## src/rtl/lane_symbol_packer.sv

```systemverilog
`default_nettype none
// ============================================================================
// lane_symbol_packer : packs per-lane demux symbols into words, round-robin out
// Revision: 1.0
// ============================================================================
module lane_symbol_packer #(
  parameter int SYM_W = 2,
  parameter int PACK  = 4,
  parameter int CNT_W = 3
) (
  input  logic                 clk,
  input  logic                 rst_n,
  input  logic                 in_valid,
  output logic                 in_ready,
  input  logic [1:0]           in_sel,
  input  logic [4*SYM_W-1:0]   in_lanes,
  input  logic                 flush,
  output logic                 out_valid,
  input  logic                 out_ready,
  output logic [1:0]           out_lane,
  output logic [SYM_W*PACK-1:0] out_word,
  output logic [CNT_W-1:0]     out_count,
  output logic [3:0]           pending
);

  localparam int WORD_W = SYM_W * PACK;
  localparam int NLANE  = 4;

  logic [WORD_W-1:0] acc_q [NLANE];
  logic [WORD_W-1:0] acc_d [NLANE];
  logic [CNT_W-1:0]  cnt_q [NLANE];
  logic [CNT_W-1:0]  cnt_d [NLANE];
  logic [3:0]        pending_q, pending_d;
  logic [1:0]        rr_q, rr_d;
  logic              out_valid_q, out_valid_d;
  logic [1:0]        out_lane_q, out_lane_d;
  logic [WORD_W-1:0] out_word_q, out_word_d;
  logic [CNT_W-1:0]  out_count_q, out_count_d;

  logic [SYM_W-1:0]  w_sym;
  logic              w_accept;
  logic              w_found;
  logic [1:0]        w_grant;
  logic [1:0]        w_idx;

  assign in_ready  = ~pending_q[in_sel];
  assign w_accept  = in_valid & in_ready;
  assign out_valid = out_valid_q;
  assign out_lane  = out_lane_q;
  assign out_word  = out_word_q;
  assign out_count = out_count_q;
  assign pending   = pending_q;

  always_comb begin
    w_sym = '0;
    for (int l = 0; l < NLANE; l++) begin
      if (in_sel == 2'(l)) w_sym = in_lanes[l*SYM_W +: SYM_W];
    end

    for (int l = 0; l < NLANE; l++) begin
      acc_d[l] = acc_q[l];
      cnt_d[l] = cnt_q[l];
    end
    pending_d   = pending_q;
    rr_d        = rr_q;
    out_valid_d = out_valid_q;
    out_lane_d  = out_lane_q;
    out_word_d  = out_word_q;
    out_count_d = out_count_q;

    // Store first so a coincident flush closes the lane including this symbol.
    if (w_accept) begin
      for (int k = 0; k < PACK; k++) begin
        if (cnt_q[in_sel] == CNT_W'(k)) acc_d[in_sel][k*SYM_W +: SYM_W] = w_sym;
      end
      cnt_d[in_sel] = cnt_q[in_sel] + CNT_W'(1);
      if (cnt_q[in_sel] == CNT_W'(PACK - 1)) pending_d[in_sel] = 1'b1;
    end

    if (flush) begin
      for (int l = 0; l < NLANE; l++) begin
        if (cnt_d[l] != '0 && !pending_d[l]) pending_d[l] = 1'b1;
      end
    end

    w_found = 1'b0;
    w_grant = '0;
    w_idx   = '0;
    for (int i = 0; i < NLANE; i++) begin
      w_idx = rr_q + 2'(i);
      if (!w_found && pending_q[w_idx]) begin
        w_found = 1'b1;
        w_grant = w_idx;
      end
    end

    // The drained lane was pending, so neither accept nor flush touched it above.
    if (!out_valid_q || out_ready) begin
      if (w_found) begin
        out_valid_d        = 1'b1;
        out_lane_d         = w_grant;
        out_word_d         = acc_q[w_grant];
        out_count_d        = cnt_q[w_grant];
        acc_d[w_grant]     = '0;
        cnt_d[w_grant]     = '0;
        pending_d[w_grant] = 1'b0;
        rr_d               = w_grant + 2'd1;
      end else begin
        out_valid_d = 1'b0;
      end
    end
  end

  always_ff @(posedge clk or negedge rst_n) begin
    if (!rst_n) begin
      for (int l = 0; l < NLANE; l++) begin
        acc_q[l] <= '0;
        cnt_q[l] <= '0;
      end
      pending_q   <= '0;
      rr_q        <= '0;
      out_valid_q <= 1'b0;
      out_lane_q  <= '0;
      out_word_q  <= '0;
      out_count_q <= '0;
    end else begin
      for (int l = 0; l < NLANE; l++) begin
        acc_q[l] <= acc_d[l];
        cnt_q[l] <= cnt_d[l];
      end
      pending_q   <= pending_d;
      rr_q        <= rr_d;
      out_valid_q <= out_valid_d;
      out_lane_q  <= out_lane_d;
      out_word_q  <= out_word_d;
      out_count_q <= out_count_d;
    end
  end

endmodule
`default_nettype wire

```

## config.mk

```make
export PLATFORM = sky130hd
export DESIGN_NAME = lane_symbol_packer
export DESIGN_NICKNAME = d
export VERILOG_FILES = /design/src/rtl/lane_symbol_packer.sv
export SDC_FILE = /design/constraint.sdc
export NUM_CORES = 1
export LEC_CHECK = 0
export BUFFER_PORTS_ARGS = -buffer_cell sky130_fd_sc_hd__buf_2
export CAP_MARGIN = 25
export CELL_PAD_IN_SITES_DETAIL_PLACEMENT = 1
export CELL_PAD_IN_SITES_GLOBAL_PLACEMENT = 1
export CORE_MARGIN = 3
export CORE_UTILIZATION = 43
export CTS_BUF_LIST = sky130_fd_sc_hd__clkbuf_2 sky130_fd_sc_hd__clkbuf_4 sky130_fd_sc_hd__clkbuf_8
export CTS_CLUSTER_DIAMETER = 200
export DETAILED_ROUTE_END_ITERATION = 16
export PLACE_DENSITY = 0.75
export SLEW_MARGIN = 0
export SYNTH_ARGS = -nofsm -noshare
export SYNTH_HDL_FRONTEND = slang
export SYNTH_SLANG_ARGS = --single-unit
```

## constraint.sdc

```tcl
create_clock -name clk -period 3 [get_ports clk]
set_clock_uncertainty 0.05 [all_clocks]
set_input_delay 0.6 -clock clk [delete_from_list [all_inputs] [get_ports clk]]
set_output_delay 0.6 -clock clk [all_outputs]
set_load 0.02 [all_outputs]
```

### Word-level counts from Yosys, hierarchy flattened

Cells that the tools add are included.

| cells by class | value |
|---|---|
| reductions and logical operators | 27 |
| bitwise operators | 11 |
| eq/ne operators | 6 |
| magnitude comparators | 12 |
| muxes and demuxes | 77 |
| $add $sub $neg | 5 |

Operator list:

| cell | number |
|---|---|
| 32-bit 2-to-1 mux | 10 |
| 32-bit bitwise mux | 4 |
| 8-bit demux with 2-bit select | 5 |
| 12-bit 2-to-1 mux | 3 |
| 32-bit AND | 1 |
| 8-bit 2-to-1 mux | 4 |
| 32-bit NOT | 1 |
| 4-bit 2-to-1 mux | 6 |
| 2-bit by 3-bit < comparator with 1-bit output, second input constant | 6 |
| 2-bit 2-to-1 mux | 9 |
| 3-bit 2-to-1 mux | 6 |
| 8-bit binary-select mux with 2-bit select | 1 |
| 1-bit 2-to-1 mux | 16 |
| 12-bit AND | 1 |
| 3-bit binary-select mux with 2-bit select | 2 |
| 12-bit bitwise mux | 1 |
| 3-bit demux with 2-bit select | 2 |
| 12-bit NOT | 1 |
| 3-bit nonzero test | 4 |
| 1-bit logical AND | 11 |
| 1-bit binary-select mux with 2-bit select | 5 |
| 1-bit logical NOT | 8 |
| 3-bit by 2-bit == test with 1-bit output, second input constant | 2 |
| 3-bit greater-or-equal comparator, second input constant | 2 |
| other kinds (20) | 27 |

| word-level totals | value |
|---|---|
| input bits | 15 |
| word-level logic and storage cells | 152 |
| output and inout port bits | 19 |
| register bits | 64 |

### Logic depth before layout (Yosys ltp)

| depth | value |
|---|---|
| word-level depth | 21 |
| mapped depth | 10 |
| gate-level depth less buffers | 7 |

### Least setup slack after synthesis

Ideal clock, no wire load.

| timing | value |
|---|---|
| path type | input port to flip-flop |
| from | input in_sel[0] |
| to | register pending_q[1], in the netlist pending[1] |
| stages | 8 |
| buffers on the path | 1 |
| data arrival time | 2.425 ns |
| setup time | 0.135 ns |
| slack | 0.390 ns |
| data required time | 2.815 ns |
| path through | buf_6 mux4_2 ha_1 ha_1 inv_1 o31a_1 nor4_1 a311oi_1 |

| on the way | value |
|---|---|
| word-level cells in the longest chain between the ends | 14 |
| elaborated cells on any way between the ends | 33 |
| classes of those cells | add/sub (1); order compare (4); eq/ne (1); mux (17); bitwise (5); reduce/logical (5) |

RTL lines:

| item | RTL line | RTL |
|---|---|---|
| start: declaration | 15 | `input logic [1:0] in_sel,` |
| 2-bit NOT with 3-bit output (not written as such) (tied with other cells) | 76, 77 |  |
| 3-bit binary-select mux with 2-bit select (tied with other cells) | 76, 77 |  |
| 3-bit 2-to-1 mux (not written as such) (tied with other cells) (2 in series) | 76, 77 |  |
| 3-bit by 1-bit adder with 3-bit output (tied with other cells) | 76 | `cnt_d[in_sel] = cnt_q[in_sel] + CNT_W'(1);` |
| 12-bit bitwise mux or 4-bit 2-to-1 mux (tied branches) | 76, 77 |  |
| 12-bit 2-to-1 mux or 4-bit 2-to-1 mux (tied branches) | 72 | `if (w_accept) begin` |
| 3-bit nonzero test or 1-bit logical NOT (tied branches) | 82 | `if (cnt_d[l] != '0 && !pending_d[l]) pending_d[l] = 1'b1;` |
| 1-bit logical AND | 82 |  |
| 1-bit 2-to-1 mux | 82 |  |
| 4-bit 2-to-1 mux (*) | 80 | `if (flush) begin` |
| 4-bit AND (no source line) | -- |  |
| 4-bit 2-to-1 mux | 99 | `if (w_found) begin` |
| 4-bit 2-to-1 mux (*) | 98 | `if (!out_valid_q \|\| out_ready) begin` |
| named net pending_d[1] | 33 | `logic [3:0] pending_q, pending_d;` |
| end signal: assignment | 131 | `pending_q <= pending_d;` |
| end: declaration | 33 |  |

Mark *: on every way through the listed nets, which the timed path passes. The rest lies on a longest branch. The select of a mux whose other input is x is not followed.
A chain may end at the register's enable or synchronous reset.

### Final worst setup path

Same ends and word-level chain as after synthesis.

==> summary.md <==
| Metric | Value |
|---|---|
| Tot GR Track Use | 0.233 |
| Fin util | 0.506 |
| Leading cell types by count after synthesis | 64 x dfrtp_1, 55 x nand2_1, 36 x nor2_1 |
| Outcome | finished clean |
| #FFs+latches synth | 64 |
| DP HPWL | 6.95 mm |
| Cell Pwr Density | 983 nW/um2 |
| DR WL/cell | 20.0 um |
| Setup TNS | 0 ns |
| Count leader, synth | dfrtp_1 |
| Post_cts resized | 0 |
| Num Clock Sinks | 64 |
| Max Slew Vio Count | 0 |
| Mapped cell area | 3460 um2 |
| Vias in the first global route | 2,941 |
| CP max FO | 6 |
| Number of max-cap violations | 0 |
| First-pass GRT wire length | 16.0 mm |
| Dpl cells | 472 |
| Vias | 2,809 |
| CORE AREA | 7770 um2 |
| Final Hold Viols | 0 |
| Fillers | 889 |
| Pleak | 1.81 nW |
| Synth top area share | 0.463 |
| Top FF cell, synth | dfrtp_1 |
| Cells after Synth | 348 |
| Die Footprint | 9150 um2 |
| GR Overflow Total | 0 |
| Vias per cell | 5.76 |
| Num CTS Buffers | 9 |
| Post-synth EDFFs | 0 |
| Worst-skew pair later-pin latency | 0.35 ns |
| Num ports | 34 |
| Hold crit path type | input port to asynchronous set/reset pin |
| Layout Cells excl Fill | 488 |
| Cells on worst reg2reg path | 7 |
| Ys async rst share | 1.00 |
| Syn_nets | 372 |
| Pre-CTS setup slack | 0.181 ns |
| DR iter-0 viols | 167 |
| Yosys top cell by area | dfrtp_1 |
| Total power | 3.86 mW |
| Routed WL | 9.75 mm |
| Fin worst setup slack | 0.492 ns |
| Register clock-pin slew on the reported worst setup and hold paths | 0.07 ns |
| Largest net degree at the start of global routing | 39 |
| Initial antenna violation count | 0 |
| Die Ht | 95.7 um |
| CP Class | input port to flip-flop |
| CP required | 3.14 ns |
| Count of input and output buffers | 33 |
| Least-Margin Pin Slew | 0.688 ns |
| Post-synthesis area per instance | 9.93 um2 |
| Crit path arrival time | 2.65 ns |
| Starting Density | 0.445 |
| Min Tclk post-route | 2.51 ns |
| Fin crit share | 0.836 |
| Layout area overhead | 13.8% |
| Hold Buf Count CTS | 0 |
| Layout cells sized above 1 | 0.187 |
| Worst VDD drop | 0.374 mV |
| Deepest clock path buffer count | 2 |
| Cell variety after synth | 41 |
| Fmax | 399 MHz |
| Row cnt | 32 |
| Final setup viols | 0 |
| Synth top area cells | dfrtp_1 46%, mux2i_1 9.8%, nand2_1 6.0% |
| Max_slew headroom | 0.541 |
| Clock root cell | clkbuf_8 |
| Sequential share of the synthesized area | 0.463 |
| CP Launch Type | input port |
| RSZ-0062 raised after global routing | false |
| CP Capture Type | flip-flop |
| DRC Markers | 0 |
| RePlAce Congestion | 0.940 |
| Final ANT Viol Nets | 0 |
| NumNets Final | 405 |
| Final instance area | 3930 um2 |
| H-tree levels | 3 |
| CTS tree | done |
| Antenna Cells | 0 |
| DIE WIDTH | 95.7 um |
| YS warnings | 0 |
| Placed cell area | 3710 um2 |
| Post-CTS setup buffer count | 0 |
| DR pass1 iterations | 4 |
| Hold_ws | 0.239 ns |
==> path summary, 6_finish.rpt <==
kind | slack (ns) | endpoint | start
worst max-delay path | 0.49 | pending[1]$_DFF_PN0_ | in_sel[0]
worst min-delay path | 0.24 | out_lane[0]$_DFFE_PN0P_ | rst_n
worst max register to register | 0.52 | cnt_q[2]$_DFF_PN0_ | pending[0]$_DFF_PN0_
worst min register to register | 0.43 | out_lane[1]$_DFFE_PN0P_ | out_lane[1]$_DFFE_PN0P_
max in group asynchronous | 2.02 | acc_q[6]$_DFF_PN0_ | rst_n
min in group clk | 0.43 | out_lane[1]$_DFFE_PN0P_ | out_lane[1]$_DFFE_PN0P_
==> state kept, by name, summed over array words and instances, names as in the netlist <==
| name | cells |
|---|---|
| pending | 4 |
| out_lane | 2 |
| cnt_q | 12 |
| out_word | 8 |
| out_valid | 1 |
| out_count | 3 |
| acc_q | 32 |
| rr_q | 2 |
==> cells in the final DEF (no fill, tap or decap), drive strengths merged, types with 2 or more instances in the layout <==
| master | netlist | routed |
|---|---|---|
| o221ai | 11 | 11 |
| bufinv | 0 | 2 |
| dfrtp | 64 | 64 |
| o21ai | 16 | 16 |
| a21oi | 28 | 28 |
| nor2b | 3 | 3 |
| a21o | 2 | 2 |
| nand2b | 7 | 7 |
| a211oi | 9 | 9 |
| nand3 | 7 | 7 |
| nor2 | 37 | 37 |
| mux2i | 34 | 34 |
| nor3 | 3 | 3 |
| and2 | 4 | 4 |
| nand2 | 55 | 55 |
| inv | 11 | 12 |
| ha | 9 | 9 |
| nor4 | 2 | 2 |
| mux4 | 6 | 6 |
| clkinv | 0 | 3 |
| o311ai | 3 | 3 |
| buf | 15 | 43 |
| clkbuf | 6 | 9 |
| a31oi | 5 | 5 |
==> metal layers <==
layer,track usage,wire (um),up-vias
met2,0.361,4590,75
met3,0.0434,502,12
met4,0.0770,142,0
met1,0.330,4510,1421
met5,0,0,-
li1,-,-,1301
==> report_power, final <==
| group | leakage [nW] | internal (mW) | switching [mW] |
|---|---|---|---|
| logic | 0.841 | 0.638 | 1.07 |
| registers | 0.855 | 1.10 | 0.240 |
| clock network | 0.110 | 0.469 | 0.355 |
==> critical path, stage by stage <==
cell and delay (ns):
buf_2 0.20, mux4_2 0.57, ha_1 0.22, ha_1 0.37, inv_1 0.07, o31a_1 0.33, nor4_1 0.21, a311oi_1 0.08
==> final cells by class <==
| type | instances | area, um2 | share of cell area |
|---|---|---|---|
| Tap cell | 102 | 128 | 0.0325 |
| Inverter | 11 | 41.3 | 0.0105 |
| Clock inverter | 7 | 95.1 | 0.0242 |
| Sequential cell | 64 | 1600 | 0.407 |
| Timing Repair Buffer | 43 | 253 | 0.0643 |
| Multi-Input combinational cell | 252 | 1690 | 0.430 |
| Clock buffer | 9 | 124 | 0.0315 |
==> kinds of logic after synthesis <==
| family | share of synthesized area |
|---|---|
| and+or+nand+nor | 0.169 |
| muxes | 0.139 |
| DFF | 0.463 |
| buffers and inverters | 0.0474 |
| adders and majority gates | 0.0326 |
| AOI/OAI and AO/OA | 0.149 |
Note: power is estimated with default switching activity, not from simulation.
